### config.mk
export PLATFORM = sky130hd
export DESIGN_NAME = alu_rs_scheduler
export DESIGN_NICKNAME = d
export VERILOG_FILES = /design/src/rtl/alu_rs_scheduler_pkg.sv /design/src/rtl/alu_rs_scheduler_age_matrix_picker.sv /design/src/rtl/alu_rs_scheduler.sv
export SDC_FILE = /design/constraint.sdc
export NUM_CORES = 2
export LEC_CHECK = 0
export CAP_MARGIN = 30
export CELL_PAD_IN_SITES_DETAIL_PLACEMENT = 0
export CELL_PAD_IN_SITES_GLOBAL_PLACEMENT = 1
export CORE_MARGIN = 2
export CORE_UTILIZATION = 44
export DETAILED_ROUTE_END_ITERATION = 10
export GPL_TIMING_DRIVEN = 0
export PLACE_DENSITY_LB_ADDON = 0.15
export REMOVE_ABC_BUFFERS = 1
export SYNTH_ARGS = -nofsm -noshare
export SYNTH_HDL_FRONTEND = slang
export SYNTH_SLANG_ARGS = --single-unit
export TNS_END_PERCENT = 5
### constraint.sdc
create_clock -name clk -period 31.5 [get_ports clk]
set_clock_uncertainty 0.1 [all_clocks]
set_input_delay 4.725 -clock clk [delete_from_list [all_inputs] [get_ports clk]]
set_output_delay 4.725 -clock clk [all_outputs]
set_load 0.05 [all_outputs]
### src/rtl/alu_rs_scheduler_pkg.sv
// Shared types and readiness rule for the ALU reservation station.
package alu_rs_scheduler_pkg;

    localparam int unsigned RS_ALU_DEPTH = 8;
    localparam int unsigned PREG_W       = 6;
    localparam int unsigned ROB_TAG_W    = 6;
    localparam int unsigned ENTRY_W      = 96;

    // One ALU instruction as held in the reservation station (96 bits).
    typedef struct packed {
        logic [31:0]           pc;
        logic [31:0]           imm;
        logic [ROB_TAG_W-1:0]  rob_tag;
        logic [PREG_W-1:0]     p_dst;
        logic [PREG_W-1:0]     p_src1;
        logic [PREG_W-1:0]     p_src2;
        logic [3:0]            alu_op;
        logic                  alu_src;
        logic                  src1_ready;
        logic                  src2_ready;
        logic                  rd_we;
    } rs_entry_t;

    // Both operands available: stored ready bit, x0 mapping, or immediate for src2.
    function automatic logic src_eff_ready(input rs_entry_t e);
        logic s1;
        logic s2;
        s1 = e.src1_ready | (e.p_src1 == '0);
        s2 = e.src2_ready | (e.p_src2 == '0) | e.alu_src;
        return s1 & s2;
    endfunction

endpackage

### src/rtl/alu_rs_scheduler_age_matrix_picker.sv
// Age matrix tracking slot allocation order; grants the oldest eligible slot.
module age_matrix_picker #(
    parameter int unsigned DEPTH = 8
) (
    input  logic             clk,
    input  logic             rst,
    input  logic             flush,
    input  logic [DEPTH-1:0] alloc,
    input  logic [DEPTH-1:0] free,
    input  logic [DEPTH-1:0] eligible,
    output logic [DEPTH-1:0] grant_c,
    output logic             grant_valid_c
);

    // age_q[i][j] = 1 means slot i was allocated before slot j.
    logic [DEPTH-1:0] age_q [DEPTH];
    logic [DEPTH-1:0] age_d [DEPTH];
    logic [DEPTH-1:0] blocked;

    // A slot wins when no older slot is also eligible.
    always_comb begin
        blocked = '0;
        grant_c = '0;
        for (int unsigned i = 0; i < DEPTH; i++) begin
            for (int unsigned j = 0; j < DEPTH; j++) begin
                if (eligible[j] && age_q[j][i]) begin
                    blocked[i] = 1'b1;
                end
            end
            grant_c[i] = eligible[i] & ~blocked[i];
        end
    end

    assign grant_valid_c = |grant_c;

    // Freed slots drop out of the order; a new slot is younger than every live slot.
    always_comb begin
        for (int unsigned i = 0; i < DEPTH; i++) begin
            age_d[i] = age_q[i];
        end
        if (flush) begin
            for (int unsigned i = 0; i < DEPTH; i++) begin
                age_d[i] = '0;
            end
        end else begin
            for (int unsigned i = 0; i < DEPTH; i++) begin
                for (int unsigned j = 0; j < DEPTH; j++) begin
                    if (free[i] || free[j]) begin
                        age_d[i][j] = 1'b0;
                    end
                    if (alloc[j]) begin
                        age_d[i][j] = (i != j) && !free[i];
                    end
                    if (alloc[i]) begin
                        age_d[i][j] = 1'b0;
                    end
                end
            end
        end
    end

    // Age matrix register.
    always_ff @(posedge clk or posedge rst) begin
        if (rst) begin
            for (int unsigned i = 0; i < DEPTH; i++) begin
                age_q[i] <= '0;
            end
        end else begin
            for (int unsigned i = 0; i < DEPTH; i++) begin
                age_q[i] <= age_d[i];
            end
        end
    end

endmodule

### src/rtl/alu_rs_scheduler.sv
// ALU reservation station: holds dispatched ops, wakes them from the CDB,
// and issues the oldest ready op through a registered valid/ready stage.
module alu_rs_scheduler
    import alu_rs_scheduler_pkg::*;
#(
    parameter int unsigned DEPTH  = RS_ALU_DEPTH,
    parameter int unsigned PREG_W = 6
) (
    input  logic                         clk,
    input  logic                         reset,
    input  logic                         flush,
    input  logic                         disp_valid,
    output logic                         disp_ready,
    input  logic [95:0]                  disp_entry,
    input  logic                         cdb_valid,
    input  logic [PREG_W-1:0]            cdb_tag,
    output logic                         iss_valid,
    input  logic                         iss_ready,
    output logic [95:0]                  iss_entry,
    output logic [$clog2(DEPTH+1)-1:0]   occupancy
);

    localparam int unsigned OCC_W = $clog2(DEPTH + 1);

    rs_entry_t          slot_q [DEPTH];
    rs_entry_t          slot_d [DEPTH];
    logic [DEPTH-1:0]   valid_q;
    logic [DEPTH-1:0]   valid_d;
    logic [OCC_W-1:0]   occupancy_q;
    logic [OCC_W-1:0]   occ_d;
    logic               iss_valid_q;
    logic               iss_valid_d;
    rs_entry_t          iss_entry_q;
    rs_entry_t          iss_entry_d;

    logic [DEPTH-1:0]   eligible;
    logic [DEPTH-1:0]   alloc_oh;
    logic [DEPTH-1:0]   free_oh;
    logic [DEPTH-1:0]   grant_c;
    logic               grant_valid_c;
    logic               lowest_found;
    logic               disp_fire;
    logic               iss_fire;
    logic               out_free;
    rs_entry_t          din;
    rs_entry_t          pick;
    logic               rob_dup_c;

    assign disp_ready = (occupancy_q != OCC_W'(DEPTH));
    assign iss_valid  = iss_valid_q;
    assign iss_entry  = iss_entry_q;
    assign occupancy  = occupancy_q;

    // Slot eligibility from registered state only.
    always_comb begin
        eligible = '0;
        for (int unsigned i = 0; i < DEPTH; i++) begin
            eligible[i] = valid_q[i] & src_eff_ready(slot_q[i]);
        end
    end

    age_matrix_picker #(
        .DEPTH (DEPTH)
    ) u_picker (
        .clk           (clk),
        .rst           (reset),
        .flush         (flush),
        .alloc         (alloc_oh),
        .free          (free_oh),
        .eligible      (eligible),
        .grant_c       (grant_c),
        .grant_valid_c (grant_valid_c)
    );

    // Handshakes, lowest free slot, granted entry mux and dispatch-time bypass.
    always_comb begin
        alloc_oh     = '0;
        lowest_found = 1'b0;
        for (int unsigned i = 0; i < DEPTH; i++) begin
            if (!lowest_found && !valid_q[i]) begin
                alloc_oh[i]  = 1'b1;
                lowest_found = 1'b1;
            end
        end
        disp_fire = disp_valid && disp_ready && !flush;
        if (!disp_fire) begin
            alloc_oh = '0;
        end
        out_free = !iss_valid_q || iss_ready;
        iss_fire = grant_valid_c && out_free && !flush;
        free_oh  = iss_fire ? grant_c : '0;

        pick = '0;
        for (int unsigned i = 0; i < DEPTH; i++) begin
            if (grant_c[i]) begin
                pick = rs_entry_t'(pick | slot_q[i]);
            end
        end

        din = rs_entry_t'(disp_entry);
        if (cdb_valid && (cdb_tag == PREG_W'(din.p_src1))) begin
            din.src1_ready = 1'b1;
        end
        if (cdb_valid && (cdb_tag == PREG_W'(din.p_src2))) begin
            din.src2_ready = 1'b1;
        end
    end

    // Next state for slots, output stage and occupancy; flush overrides all.
    always_comb begin
        slot_d      = slot_q;
        valid_d     = valid_q;
        occ_d       = occupancy_q;
        iss_valid_d = iss_valid_q;
        iss_entry_d = iss_entry_q;
        if (flush) begin
            valid_d     = '0;
            occ_d       = '0;
            iss_valid_d = 1'b0;
        end else begin
            for (int unsigned i = 0; i < DEPTH; i++) begin
                if (valid_q[i] && cdb_valid && (cdb_tag == PREG_W'(slot_q[i].p_src1))) begin
                    slot_d[i].src1_ready = 1'b1;
                end
                if (valid_q[i] && cdb_valid && (cdb_tag == PREG_W'(slot_q[i].p_src2))) begin
                    slot_d[i].src2_ready = 1'b1;
                end
                if (free_oh[i]) begin
                    valid_d[i] = 1'b0;
                end
                if (alloc_oh[i]) begin
                    valid_d[i] = 1'b1;
                    slot_d[i]  = din;
                end
            end
            if (out_free) begin
                iss_valid_d = iss_fire;
                if (iss_fire) begin
                    iss_entry_d            = pick;
                    iss_entry_d.src1_ready = 1'b1;
                    iss_entry_d.src2_ready = 1'b1;
                end
            end
            occ_d = occupancy_q + OCC_W'(disp_fire) - OCC_W'(iss_fire);
        end
    end

    // State registers.
    always_ff @(posedge clk or posedge reset) begin
        if (reset) begin
            for (int unsigned i = 0; i < DEPTH; i++) begin
                slot_q[i] <= '0;
            end
            valid_q     <= '0;
            occupancy_q <= '0;
            iss_valid_q <= 1'b0;
            iss_entry_q <= '0;
        end else begin
            slot_q      <= slot_d;
            valid_q     <= valid_d;
            occupancy_q <= occ_d;
            iss_valid_q <= iss_valid_d;
            iss_entry_q <= iss_entry_d;
        end
    end

    // Detects two live slots carrying the same ROB tag.
    always_comb begin
        rob_dup_c = 1'b0;
        for (int unsigned i = 0; i < DEPTH; i++) begin
            for (int unsigned j = i + 1; j < DEPTH; j++) begin
                if (valid_q[i] && valid_q[j] && (slot_q[i].rob_tag == slot_q[j].rob_tag)) begin
                    rob_dup_c = 1'b1;
                end
            end
        end
    end

    a_stall_stable: assert property (@(posedge clk) disable iff (reset)
        (iss_valid_q && !iss_ready) |=> $stable(iss_entry_q));
    a_rob_unique: assert property (@(posedge clk) disable iff (reset) !rob_dup_c);
    a_occ_bound: assert property (@(posedge clk) disable iff (reset)
        occupancy_q <= OCC_W'(DEPTH));

endmodule

==> summary by stage <==
CTS
The clock latency on the worst-skew pair is 670 ps. The clock slew seen by the registers of the worst setup and hold paths is 60 ps. The maximum level of the CTS H-tree is 3. Post-CTS repair changed the size of 0 cells.

For this design, the CTS-stage hold fixing added 0 buffers. The count of clock tree sinks is 932. The maximum clock insertion buffer count is 3. The CTS tree is yes. The number of buffers inserted during clock tree synthesis is 101.

Once the clock tree was built, the setup fixing pass inserted 0 buffers. The cell at the root of the clock tree is sky130_fd_sc_hd__clkbuf_16.

Timing
The final setup TNS is 0 ps. The headroom to the max-slew limit is 0.292. Setup repair after global routing left no endpoint under its margin. The max-slew violation total from the final report is 0. The worst hold slack across all endpoints is 373 ps. The slew of the pin with the lowest slew margin is 1050 ps. Setup violations remaining at the end of the flow were counted as 0. Derived from the worst setup path, the maximum achievable clock frequency is 0.122 GHz. The final critical-path share of the clock period is 0.260. The hold violation count in the final report is 0. The minimum period implied by the final worst setup slack is 8200 ps.

Setup path
STA puts the critical path data arrival time at 8630 ps. The peak fanout along the critical path is 34. The most repeated library cell on the critical path is sky130_fd_sc_hd__buf_16. The worst setup path category is primary input to flop. The worst setup path is launched from a primary input. The required time at the worst-slack endpoint is 31,930 ps. Broken down by cell family, the worst path's largest delay share belongs to simple AND/OR/NAND/NOR gates. The worst register-to-register path has a depth of 16.

The capture instance of the worst register-to-register path is occupancy[3]$_DFF_PP0_. The kind of end point of the critical path is a flop. Counting both buffers and inverters, the worst setup path holds a total of 5. On the critical path, the stage with the largest delay is an instance of sky130_fd_sc_hd__or3b_4.

The total stage count of the critical path is 12. The origin of the critical flop-to-flop path is slot_q[105]$_DFFE_PP0P_. The most critical setup path has its endpoint at u_picker.age_q[23]$_DFFE_PP0P_.

For this run, the slowest stage of the critical path takes 610 ps. The setup check on the worst reg-to-reg path leaves a slack of 26,150 ps. The launching element of the worst setup path is flush. The signal on the critical path passes through clkdlybuf4s50_1 > buf_16 > inv_1 > buf_16 > nand4_1 > nor2_1 > nand3_1 > or3b_4 > buf_16 > o21ai_1 > or4b_2 > a21boi_0.

Synthesis
The share of synthesized area in the top cell type comes to 0.574. The post-synthesis area per instance is 11.4 um2. The number of cells produced by synthesis is 3,553. In the synthesized netlist the async set-or-reset flop fraction comes to 1.00.

Yosys mapped a number of flops with a built-in enable equal to 0. The total of warnings raised by yosys is 0. By area the synthesized netlist is led by sky130_fd_sc_hd__dfrtp_1 (57%), sky130_fd_sc_hd__mux2_2 (15%), sky130_fd_sc_hd__nand2_1 (8.3%). The count of distinct cell types in the synthesized netlist is 61. The count of state elements after synthesis is 932.

The share of the Yosys chip area taken by registers is 0.574. The synthesized netlist occupies a cell area of 40,600 um2. The biggest area consumer among synthesized cells is sky130_fd_sc_hd__dfrtp_1. The most used flip-flop cell after synthesis is sky130_fd_sc_hd__dfrtp_1.

Layout
The finished layout holds 4,969 standard cells, fillers aside. The combined area of the multi-input logic cells is 16,300 um2. Measured on the finished design, the core utilization comes to 0.531.

In the layout the commonest cells are sky130_fd_sc_hd__dfrtp_1 (932), sky130_fd_sc_hd__nand2_1 (895), sky130_fd_sc_hd__mux2_2 (526). The area taken by flip-flops and latches is 23,300 um2. The growth of design area from synthesis to finish is 19.7%. In the final layout, the share of cells above drive strength 1 is 0.224. The library cell used most frequently in the layout, excluding fill and tap cells, is sky130_fd_sc_hd__dfrtp_1. The number of fillers in the final layout is 7,747.

The net total in the final layout is 3,815.

Global routing
In the global route stage, overall resource usage came out at 0.272. The largest net degree at the start of global routing is 137. The total global routing overflow is 0. The initial antenna violation count was 13. The number of global-route vias before repair is 30.9k.

The first-pass GRT wire length is 195 mm.

Placed design
The count of buffers added on input and output ports is 209. At the end of routability-driven placement, the weighted congestion stood at 0.828. The number of placed instances with taps included is 4,784. The post-detailed-placement half-perimeter wirelength is 77.2 mm.

Die
The die covers 94,800 um2. The die outline height is 308 um. The total area inside the core boundary comes to 91,500 um2. The x dimension of the die is 308 um.

The initial cell density of the core is 0.444. The initialized floorplan defines 111 standard-cell rows. The number of top-level pins is 210.

Detailed routing
The average detailed-routed wire length per instance is 26.0 um. In the routed layout, each cell is associated on average with a via count of 5.96. The vias after detailed routing is 29.6k. The detailed router finished its first iteration with 2,773 violations. The wire length reported by the detailed router is 129 mm. After detailed routing, the number of remaining DRC violations is 0. The number of routed nets with antenna violations is 0. The number of iterations in the first detailed-routing pass is 7.

Hold path
In this run the worst hold path is classified as flop to flop.

Power
Across the VDD grid, the largest voltage drop is 0.0000413 V. The leakage power is 0.0231 uW. The total power divided by cell area is 70.3 nW/um2.

Flow run
The max-capacitance violation count is 0.

Outcome
The run finished with clean final reports.
## power breakdown
part / total, uW / switching, uW / internal, uW / leakage (uW)
logic: 654 / 371 / 283 / 0.00882
registers: 1550 / 144 / 1410 / 0.0126
clock network: 1220 / 484 / 731 / 0.00168
## worst min path at each step
stage	startpoint	to	slack [ps]	cells past startpoint
after floorplan	slot_q[100]$_DFFE_PP0P_	slot_q[100]$_DFFE_PP0P_	350	2
after global placement	slot_q[187]$_DFFE_PP0P_	slot_q[187]$_DFFE_PP0P_	360	2
after detailed placement	slot_q[456]$_DFFE_PP0P_	slot_q[456]$_DFFE_PP0P_	360	2
after CTS	slot_q[456]$_DFFE_PP0P_	slot_q[456]$_DFFE_PP0P_	380	2
after global routing	slot_q[136]$_DFFE_PP0P_	slot_q[136]$_DFFE_PP0P_	390	2
final	slot_q[602]$_DFFE_PP0P_	slot_q[602]$_DFFE_PP0P_	370	2
## synthesized netlist by cell type, types with 5 or more instances
library cell               instances
sky130_fd_sc_hd__nor2_1           44
sky130_fd_sc_hd__and4_1            5
sky130_fd_sc_hd__nor3_1           12
sky130_fd_sc_hd__nor3b_1           6
sky130_fd_sc_hd__nand4_1         110
sky130_fd_sc_hd__xnor2_1          53
sky130_fd_sc_hd__o22a_1            5
sky130_fd_sc_hd__a222oi_1          6
sky130_fd_sc_hd__a41oi_1          10
sky130_fd_sc_hd__buf_1            42
sky130_fd_sc_hd__nand3_1          15
sky130_fd_sc_hd__buf_2            33
sky130_fd_sc_hd__clkbuf_1        175
sky130_fd_sc_hd__ha_1              5
sky130_fd_sc_hd__a31oi_1          10
sky130_fd_sc_hd__mux2_2          526
sky130_fd_sc_hd__nor4_1           30
sky130_fd_sc_hd__dfrtp_1         932
sky130_fd_sc_hd__o21ai_0          13
sky130_fd_sc_hd__a211oi_1          5
sky130_fd_sc_hd__mux2_4           34
sky130_fd_sc_hd__a22oi_1         388
sky130_fd_sc_hd__buf_6             6
sky130_fd_sc_hd__xor2_1           57
sky130_fd_sc_hd__a21oi_1          58
sky130_fd_sc_hd__nand2_1         895
sky130_fd_sc_hd__inv_1             7
## cell families (layout without fill, tap and decap cells)
| logic type | count (synthesis) | in the layout | share of synthesized area |
|---|---|---|---|
| buf+inv | 265 | 490 | 0.0267 |
| other cells | 0 | 5 | 0 |
| simple gates | 1147 | 1147 | 0.119 |
| compound gates | 529 | 529 | 0.0947 |
| mux | 564 | 564 | 0.159 |
| flops | 932 | 932 | 0.574 |
| xor+xnor | 110 | 110 | 0.0237 |
| fa+ha+maj | 6 | 6 | 0.00203 |
## metal layers
metal / track usage / share of wire / vias up / wire [um]
met5: 0 / 0.00078 / - / 100
met4: 0.0829 / 0.022 / 16 / 2890
met2: 0.447 / 0.48 / 1072 / 62300
met1: 0.372 / 0.43 / 15500 / 55200
li1: - / - / 12800 / -
met3: 0.0424 / 0.066 / 205 / 8520
## sequential cells by signal, indices dropped and copies added (netlist names)
| name | cells |
|---|---|
| valid_q | 8 |
| u_picker.age_q | 56 |
| iss_valid | 1 |
| iss_entry | 95 |
| occupancy | 4 |
| slot_q | 768 |
## final cells by class
class	count	share of cell area
Clock inverter	27	0.00749
Multi-Input combinational cell	2356	0.336
Inverter	7	0.000695
Antenna cell	5	0.000257
Clock buffer	153	0.0622
Timing Repair Buffer	303	0.0836
Tap cell	1186	0.0305
Sequential cell	932	0.480
## worst reg2reg max path, cell delays in order (launching register included)
cell and delay [ps]:
sky130_fd_sc_hd__dfrtp_1 500, sky130_fd_sc_hd__nor4_1 570, sky130_fd_sc_hd__nand3_1 170, sky130_fd_sc_hd__a21oi_2 560, sky130_fd_sc_hd__a21boi_0 240, sky130_fd_sc_hd__and4_4 670, sky130_fd_sc_hd__buf_16 350, sky130_fd_sc_hd__nor4_4 100
sky130_fd_sc_hd__a21oi_4 680, sky130_fd_sc_hd__buf_16 260, sky130_fd_sc_hd__ha_1 170, sky130_fd_sc_hd__inv_1 60, sky130_fd_sc_hd__ha_1 270, sky130_fd_sc_hd__a21o_1 160, sky130_fd_sc_hd__a21oi_1 160, sky130_fd_sc_hd__xor2_1 150
sky130_fd_sc_hd__nor2_1 50
## metrics by stage
| stage | setup WS (ps) | area (um2) | total power (uW) |
|---|---|---|---|
| 6_report | 23300 | 48600 | 3420 |
| 5_1_grt | 23100 | 48600 | 3560 |
| 4_1_cts | 23370 | 48600 | 3440 |
| 3_5_place_dp | 22670 | 45200 | 2220 |
| 3_3_place_gp | -8770 | 43100 | 2190 |
| 2_1_floorplan | 467 | 39600 | 1960 |
Note: power is estimated with default switching activity, not from simulation.
